--- src/rtl/seq_event_window_monitor.sv ---
// Counts sequence-detector hits over fixed windows of WIN_LEN bit-times.
// Each window close produces one registered report (count + alarm) on a valid/ready port.
module seq_event_window_monitor #(
    parameter int WIN_LEN = 16,
    parameter int CNT_W   = 8,
    parameter int THRESH  = 4
) (
    input  logic             clk,
    input  logic             rst,
    input  logic             bit_en,
    input  logic             det,
    input  logic             clr,
    output logic             rpt_valid,
    input  logic             rpt_ready,
    output logic [CNT_W-1:0] rpt_count,
    output logic             rpt_alarm,
    output logic             overrun
);

    // state     | meaning
    // RPT_EMPTY | no report pending, rpt_valid=0
    // RPT_FULL  | report pending and held stable, rpt_valid=1

    localparam int POS_W = (WIN_LEN > 1) ? $clog2(WIN_LEN) : 1;
    localparam logic [POS_W-1:0] LAST_POS = POS_W'(WIN_LEN - 1);
    localparam logic [CNT_W-1:0] CNT_MAX  = '1;
    localparam logic [CNT_W:0]   THRESH_V = (CNT_W + 1)'(THRESH);

    typedef enum logic {
        RPT_EMPTY = 1'b0,
        RPT_FULL  = 1'b1
    } rpt_state_e;

    rpt_state_e       state_q, state_d;
    logic [POS_W-1:0] win_pos_q, win_pos_d;
    logic [CNT_W-1:0] hit_cnt_q, hit_cnt_d;
    logic [CNT_W-1:0] count_q, count_d;
    logic             alarm_q, alarm_d;
    logic             overrun_q, overrun_d;

    logic [CNT_W-1:0] hit_inc;
    logic             close_alarm;
    logic             win_close;

    always_comb begin
        hit_inc     = (det && (hit_cnt_q != CNT_MAX)) ? hit_cnt_q + CNT_W'(1) : hit_cnt_q;
        close_alarm = ({1'b0, hit_inc} >= THRESH_V);
        // clr swallows any bit_en in the same cycle, so it can never close a window
        win_close   = bit_en && !clr && (win_pos_q == LAST_POS);

        win_pos_d = win_pos_q;
        hit_cnt_d = hit_cnt_q;
        if (clr) begin
            win_pos_d = '0;
            hit_cnt_d = '0;
        end else if (bit_en) begin
            if (win_close) begin
                win_pos_d = '0;
                hit_cnt_d = '0;
            end else begin
                win_pos_d = win_pos_q + POS_W'(1);
                hit_cnt_d = hit_inc;
            end
        end
    end

    always_comb begin
        state_d   = state_q;
        count_d   = count_q;
        alarm_d   = alarm_q;
        overrun_d = overrun_q;

        case (state_q)
            RPT_EMPTY: begin
                if (win_close) begin
                    count_d = hit_inc;
                    alarm_d = close_alarm;
                    state_d = RPT_FULL;
                end
            end
            RPT_FULL: begin
                if (win_close) begin
                    if (rpt_ready) begin
                        count_d = hit_inc;
                        alarm_d = close_alarm;
                    end else begin
                        overrun_d = 1'b1;
                    end
                end else if (rpt_ready) begin
                    state_d = RPT_EMPTY;
                end
            end
            default: state_d = RPT_EMPTY;
        endcase

        if (clr) begin
            overrun_d = 1'b0;
        end
    end

    always_ff @(posedge clk) begin
        if (rst) begin
            state_q   <= RPT_EMPTY;
            win_pos_q <= '0;
            hit_cnt_q <= '0;
            count_q   <= '0;
            alarm_q   <= 1'b0;
            overrun_q <= 1'b0;
        end else begin
            state_q   <= state_d;
            win_pos_q <= win_pos_d;
            hit_cnt_q <= hit_cnt_d;
            count_q   <= count_d;
            alarm_q   <= alarm_d;
            overrun_q <= overrun_d;
        end
    end

    assign rpt_valid = (state_q == RPT_FULL);
    assign rpt_count = count_q;
    assign rpt_alarm = alarm_q;
    assign overrun   = overrun_q;

endmodule
--- config.mk ---
export PLATFORM = sky130hd
export DESIGN_NAME = seq_event_window_monitor
export DESIGN_NICKNAME = d
export VERILOG_FILES = /design/src/rtl/seq_event_window_monitor.sv
export SDC_FILE = /design/constraint.sdc
export NUM_CORES = 1
export LEC_CHECK = 0
export ABC_AREA = 1
export ABC_CLOCK_PERIOD_IN_PS = 2100
export BUFFER_PORTS_ARGS = -buffer_cell sky130_fd_sc_hd__clkbuf_2
export CAP_MARGIN = 15
export CORE_MARGIN = 5
export CORE_UTILIZATION = 59
export DETAILED_ROUTE_END_ITERATION = 6
export PLACE_DENSITY = 0.82
export RECOVER_POWER = 50
export SLEW_MARGIN = 25
export SYNTH_ARGS = -nofsm -noshare
export SYNTH_HDL_FRONTEND = slang
export SYNTH_SLANG_ARGS = --single-unit
--- constraint.sdc ---
create_clock -name clk -period 2.1 [get_ports clk]
set_input_delay 0.42 -clock clk [delete_from_list [all_inputs] [get_ports clk]]
set_output_delay 0.42 -clock clk [all_outputs]
set_load 0.01 [all_outputs]
**After elaboration in Yosys (flattened, before gate mapping)**

Cells that the tools add are included.

- Bits in writable memories: 0
- ROM bits: 0
- Latch bits: 0
- Output and inout port bits: 11
- Word-level logic and storage cells: 38
- Memories kept: 0
- Register bits: 23

- $mul: 0
- Add/subtract/negate cells: 2
- Bitwise gates (word level): 2
- Shift-type cells: 0
- Mux-type cells: 15
- Divide/modulo/power cells: 0
- Reductions and logical operators: 7
- Equal/unequal tests: 5
- $lt $le $gt $ge: 1

Operator list:

| operator | count |
|---|---|
| two-way mux 8 bit | 5 |
| one-hot mux 8 bit (2 select lines) | 1 |
| adder 8 x 1 -> 8 bit (second input constant) | 1 |
| >= comparator 8 x 3 -> 1 bit (second input constant) | 1 |
| != test 8 bit (second input constant) | 1 |
| two-way mux 1 bit | 6 |
| AND reduction 3 bit | 2 |
| adder 4 x 1 -> 4 bit (second input constant) | 1 |
| equality test 4 bit (second input constant) | 1 |
| two-way mux 4 bit | 1 |
| != test 2 bit (second input constant) | 2 |
| one-hot mux 1 bit (2 select lines) | 2 |
| logical AND 1 bit | 3 |
| != test 2 x 1 -> 1 bit (second input constant) | 1 |
| inverter 1 bit | 2 |
| OR reduction 2 bit | 1 |
| zero test 1 bit | 1 |

**Logic depth before layout (Yosys ltp)**

- Word-level depth: 7
- Mapped depth: 11
- Gate-level depth less buffers: 11

**Worst setup path before layout**

No wires, ideal clock.

- Path type: register -> register
- Start point: reg hit_cnt_q[0]
- End point: reg alarm_q, in the netlist rpt_alarm
- Path buffers: 0
- Arrival: 1.252 ns
- Slack: 0.731 ns
- Setup time: 0.117 ns
- Stages on the path, launching flop included: 11
- Path through: dfxtp_1 > ha_1 > nand2_2 > nor2_4 > nand2_4 > nand2_8 > nand2_1 > nand2_2 > nand3_2 > nor2_1 > nor2_1

- Cells in the longest elaborated chain, start to end: 7
- Elaborated cells on any way between the ends: 9

RTL lines:

| item | line | source |
|---|---|---|
| from (decl) | 36 | `logic [CNT_W-1:0] hit_cnt_q, hit_cnt_d;` |
| from (signal assigned) | 112 | `hit_cnt_q <= hit_cnt_d;` |
| branches (longest 2 deep; another with adder 8 x 1 -> 8 bit) | - |  |
| two-way mux 8 bit (*) | 46 | `hit_inc = (det && (hit_cnt_q != CNT_MAX)) ? hit_cnt_q + CNT_W'(1) : hit_cnt_q;` |
| >= comparator 8 x 3 -> 1 bit (*) | 47 | `close_alarm = ({1'b0, hit_inc} >= THRESH_V);` |
| two-way mux 1 bit | 83 | `if (rpt_ready) begin` |
| two-way mux 1 bit | 82 | `if (win_close) begin` |
| one-hot mux 1 bit (2 select lines) (*) | 73 | `case (state_q)` |
| to (signal assigned) | 114 | `alarm_q <= alarm_d;` |
| to (decl) | 38 | `logic alarm_q, alarm_d;` |

Every way passes the cells marked *. The select of a mux whose other input is x is not followed.
A chain may end at the register's enable or synchronous reset.

**Worst setup path after layout**

- Start point: reg win_pos_q[0]
- End point: reg hit_cnt_q[3]

- Cells in the longest elaborated chain, start to end: 3

RTL lines:

| item | line | source |
|---|---|---|
| from (decl) | 35 | `logic [POS_W-1:0] win_pos_q, win_pos_d;` |
| from (signal assigned) | 111 | `win_pos_q <= win_pos_d;` |
| equality test 4 bit | 49 | `win_close = bit_en && !clr && (win_pos_q == LAST_POS);` |
| logical AND 1 bit | 49 |  |
| two-way mux 8 bit | 57 | `if (win_close) begin` |

No other way between the ends.

==> metrics.md <==
| Metric | Value |
|---|---|
| RR Startpoint | `win_pos_q[0]` |
| Worst Clk Skew | `between 0.006 and 0.007 ns` |
| DPL Wire Length | `1950 um` |
| Synthesized area per cell | `roughly 7.3 sq um` |
| Die Ht | `55.4 um` |
| Via/cell ratio | `between 5 and 6` |
| Hold path depth | `2` |
| Vias in the first global route | `roughly 1100` |
| Hold Path Class | `in2reg` |
| GRT Residual Overflow | `0` |
| Placed cell area | `~1300 sq um` |
| Hold Startpoint | `rst` |
| Final core occ | `between 60% and 70%` |
| R2R setup slack | `0.53 ns` |
| First-pass GRT wire length | `4460 um` |
| CTS H-tree depth | `1` |
| Sink Count | `23` |
| Cts hold-fix bufs | `0` |
| Synthesized Nets | `approximately 180` |
| Worst-Skew Late Latency | `between 0.3 and 0.4 ns` |
| Reg2reg path depth | `8` |
| Share of layout cells above drive strength 1 | `between 10% and 20%` |
| # diodes | `0` |
| Final instance area | `between 1000 and 1500 sq um` |
| Synthesized area | `1220 sq um` |
| Final Setup Violations | `0` |
| FF-to-FF End | `hit_cnt_q[3]` |
| Leakage power | `0.000562 uW` |
| Sequential area share after synthesis | `37.8%` |
| Tightest Pin Transition | `approximately 0.4 ns` |
| Critical path class | `reg2reg` |
| Area of the die | `about 3000 sq um` |
| Via count | `1119` |
| Yosys reg bits | `23` |
| Rel. slew slack | `73.9%` |
| Nets@finish | `193` |
| Fin. Hold Viols | `0` |
| Initial antenna violation count | `0` |
| Core ar. | `about 2000 sq um` |
| Synthesis Warnings | `0` |
| Initial DRC count | `18` |
| Worst path arrival time | `~1.8 ns` |
| Startpoint types | `flip-flop` |
| Clk pin slew, worst setup/hold paths | `0.13 ns` |
| IO Pins | `17` |
| Largest net degree at the start of global routing | `16` |
| Gr usage total | `between 10% and 20%` |
| Min cycle time layout | `~1.6 ns` |
| Status | `complete, no violations` |
| CTS tree | `built` |
| Total power divided by cell area | `533 nW/um^2` |
| RSZ-0062 raised after global routing | `false` |
| CP endpoint kind | `flip-flop` |
| Port bufs | `16` |
| CTS Buf Count | `3` |
| Routed WL per cell | `about 12 um` |
| Worst path max stage delay | `~0.38 ns` |
| Final Cycle Share | `74.8%` |
| Post-CTS resize count | `0` |
| Cells after Synth | `roughly 170` |
| Post CTS Setup Buffer Count | `0` |
| Final setup TNS | `0 ns` |
| TritonRoute pass-1 iters | `4` |
| CTS max path bufs | `2` |
| DRC Markers | `0` |
| Root buffer cell | `clkbuf_4` |
| Crit-path max FO | `9` |
| Post-route ant nets | `0` |
| Gpl congestion | `~0.9` |
| Worst vdd ir | `~410 uV` |
| Min-Delay Endpoint | `rpt_valid` |
| Final Max Slew Viols | `0` |
| # Max-Cap Violations | `0` |
| Area delta synth->final | `7.50%` |
| Starting Density | `62.1%` |
| Crit path cell chain | `ha_1 > nand2_1 > nor2_1 > nand3_1 > nand2_1 > inv_2 > nand3_1 > a21oi_1` |
| Die width | `approximately 55 um` |
| DRT Wirelength | `2470 um` |
| Max frequency | `around 640 MHz` |
| Row count | `16` |
| Master of the slowest instance on the critical path | `dfxtp_1` |
| WP data required | `~2.3 ns` |
| Synth unique cells | `28` |
==> cell type report <==
class	count	area, sq um
fill	211	653
clock buffer	3	22.5
clock inverter	1	5.00
timing repair buffer	16	66.3
tap	27	33.8
inverter	28	106
sequential	23	460
multi-input combinational	113	614
==> state kept, by name, indices dropped and copies added, names as in the netlist <==
signal,count
hit_cnt_q,8
overrun,1
rpt_alarm,1
rpt_count,8
rpt_valid,1
win_pos_q,4
==> metal layers <==
metal	vias to the layer above	share of wire (%)	GRT usage, %
met5	-	0	0
met4	0	1.4	6.25
met2	13	51	31.8
met3	5	3.3	3.03
met1	528	44	20.6
li1	573	-	-
==> stage by stage <==
stage / setup WS (ns) / hold WS, ns / instances / total power (uW)
floorplan: 0.731 / 0.458 / 167 / 488
global placement: 0.574 / 0.455 / 207 / 500
detailed placement: 0.575 / 0.453 / 207 / 501
CTS: 0.562 / 0.279 / 211 / 701
global route: 0.332 / 0.272 / 211 / 730
finish: 0.529 / 0.277 / 211 / 698
==> cell usage in the layout, fill, tap and decap left out, drive strengths merged <==
cell type	instances
o21ai	7
a211oi	1
nor3	2
nand2	44
ha	2
nor2	14
o21a	2
nand3	17
nand4	4
clkbuf	19
inv	26
xnor2	2
clkinv	3
a21oi	14
o211ai	4
dfxtp	23
==> critical path: cells and delay by family (launching register included) <==
kind / cells / cell delay, ns
flops: 1 / 0.38
buf+inv: 1 / 0.09
compound gates: 1 / 0.07
simple gates: 5 / 0.74
fa+ha+maj: 1 / 0.18
==> cell usage after synthesis, drive strengths merged <==
cell type / number / share of area [%]
a211oi: 1 / 0.62
a21oi: 14 / 5.8
buf: 2 / 1.8
clkbuf: 1 / 0.31
clkinv: 2 / 0.72
dfxtp: 23 / 38
ha: 2 / 2.1
inv: 26 / 8.0
nand2: 44 / 17
nand3: 17 / 7.4
nand4: 4 / 3.3
nor2: 14 / 6.4
nor3: 2 / 0.82
o211ai: 4 / 2.9
o21a: 2 / 1.2
o21ai: 7 / 2.9
xnor2: 2 / 1.4
==> cell families after synthesis <==
kind of cell / synth area share (%)
xor+xnor: 1.44
flops: 37.8
buf+inv: 10.9
simple gates: 34.4
fa+ha+maj: 2.06
compound gates: 13.4
==> where the power goes <==
part	internal, uW	switching, uW
Combinational	15.2	33.5
Clock	71.3	135
Sequential	439	3.17
Total	526	172
==> worst max-delay path by stage <==
| stage | startpoint | to |
|---|---|---|
| final | win_pos_q[0] | hit_cnt_q[3] |
| after global routing | win_pos_q[0] | rpt_count[1] |
| after CTS | hit_cnt_q[0] | rpt_alarm |
| after detailed placement | det | rpt_alarm |
| after global placement | det | rpt_alarm |
| after floorplan | hit_cnt_q[0] | rpt_alarm |
(Power assumes the default switching activity.)
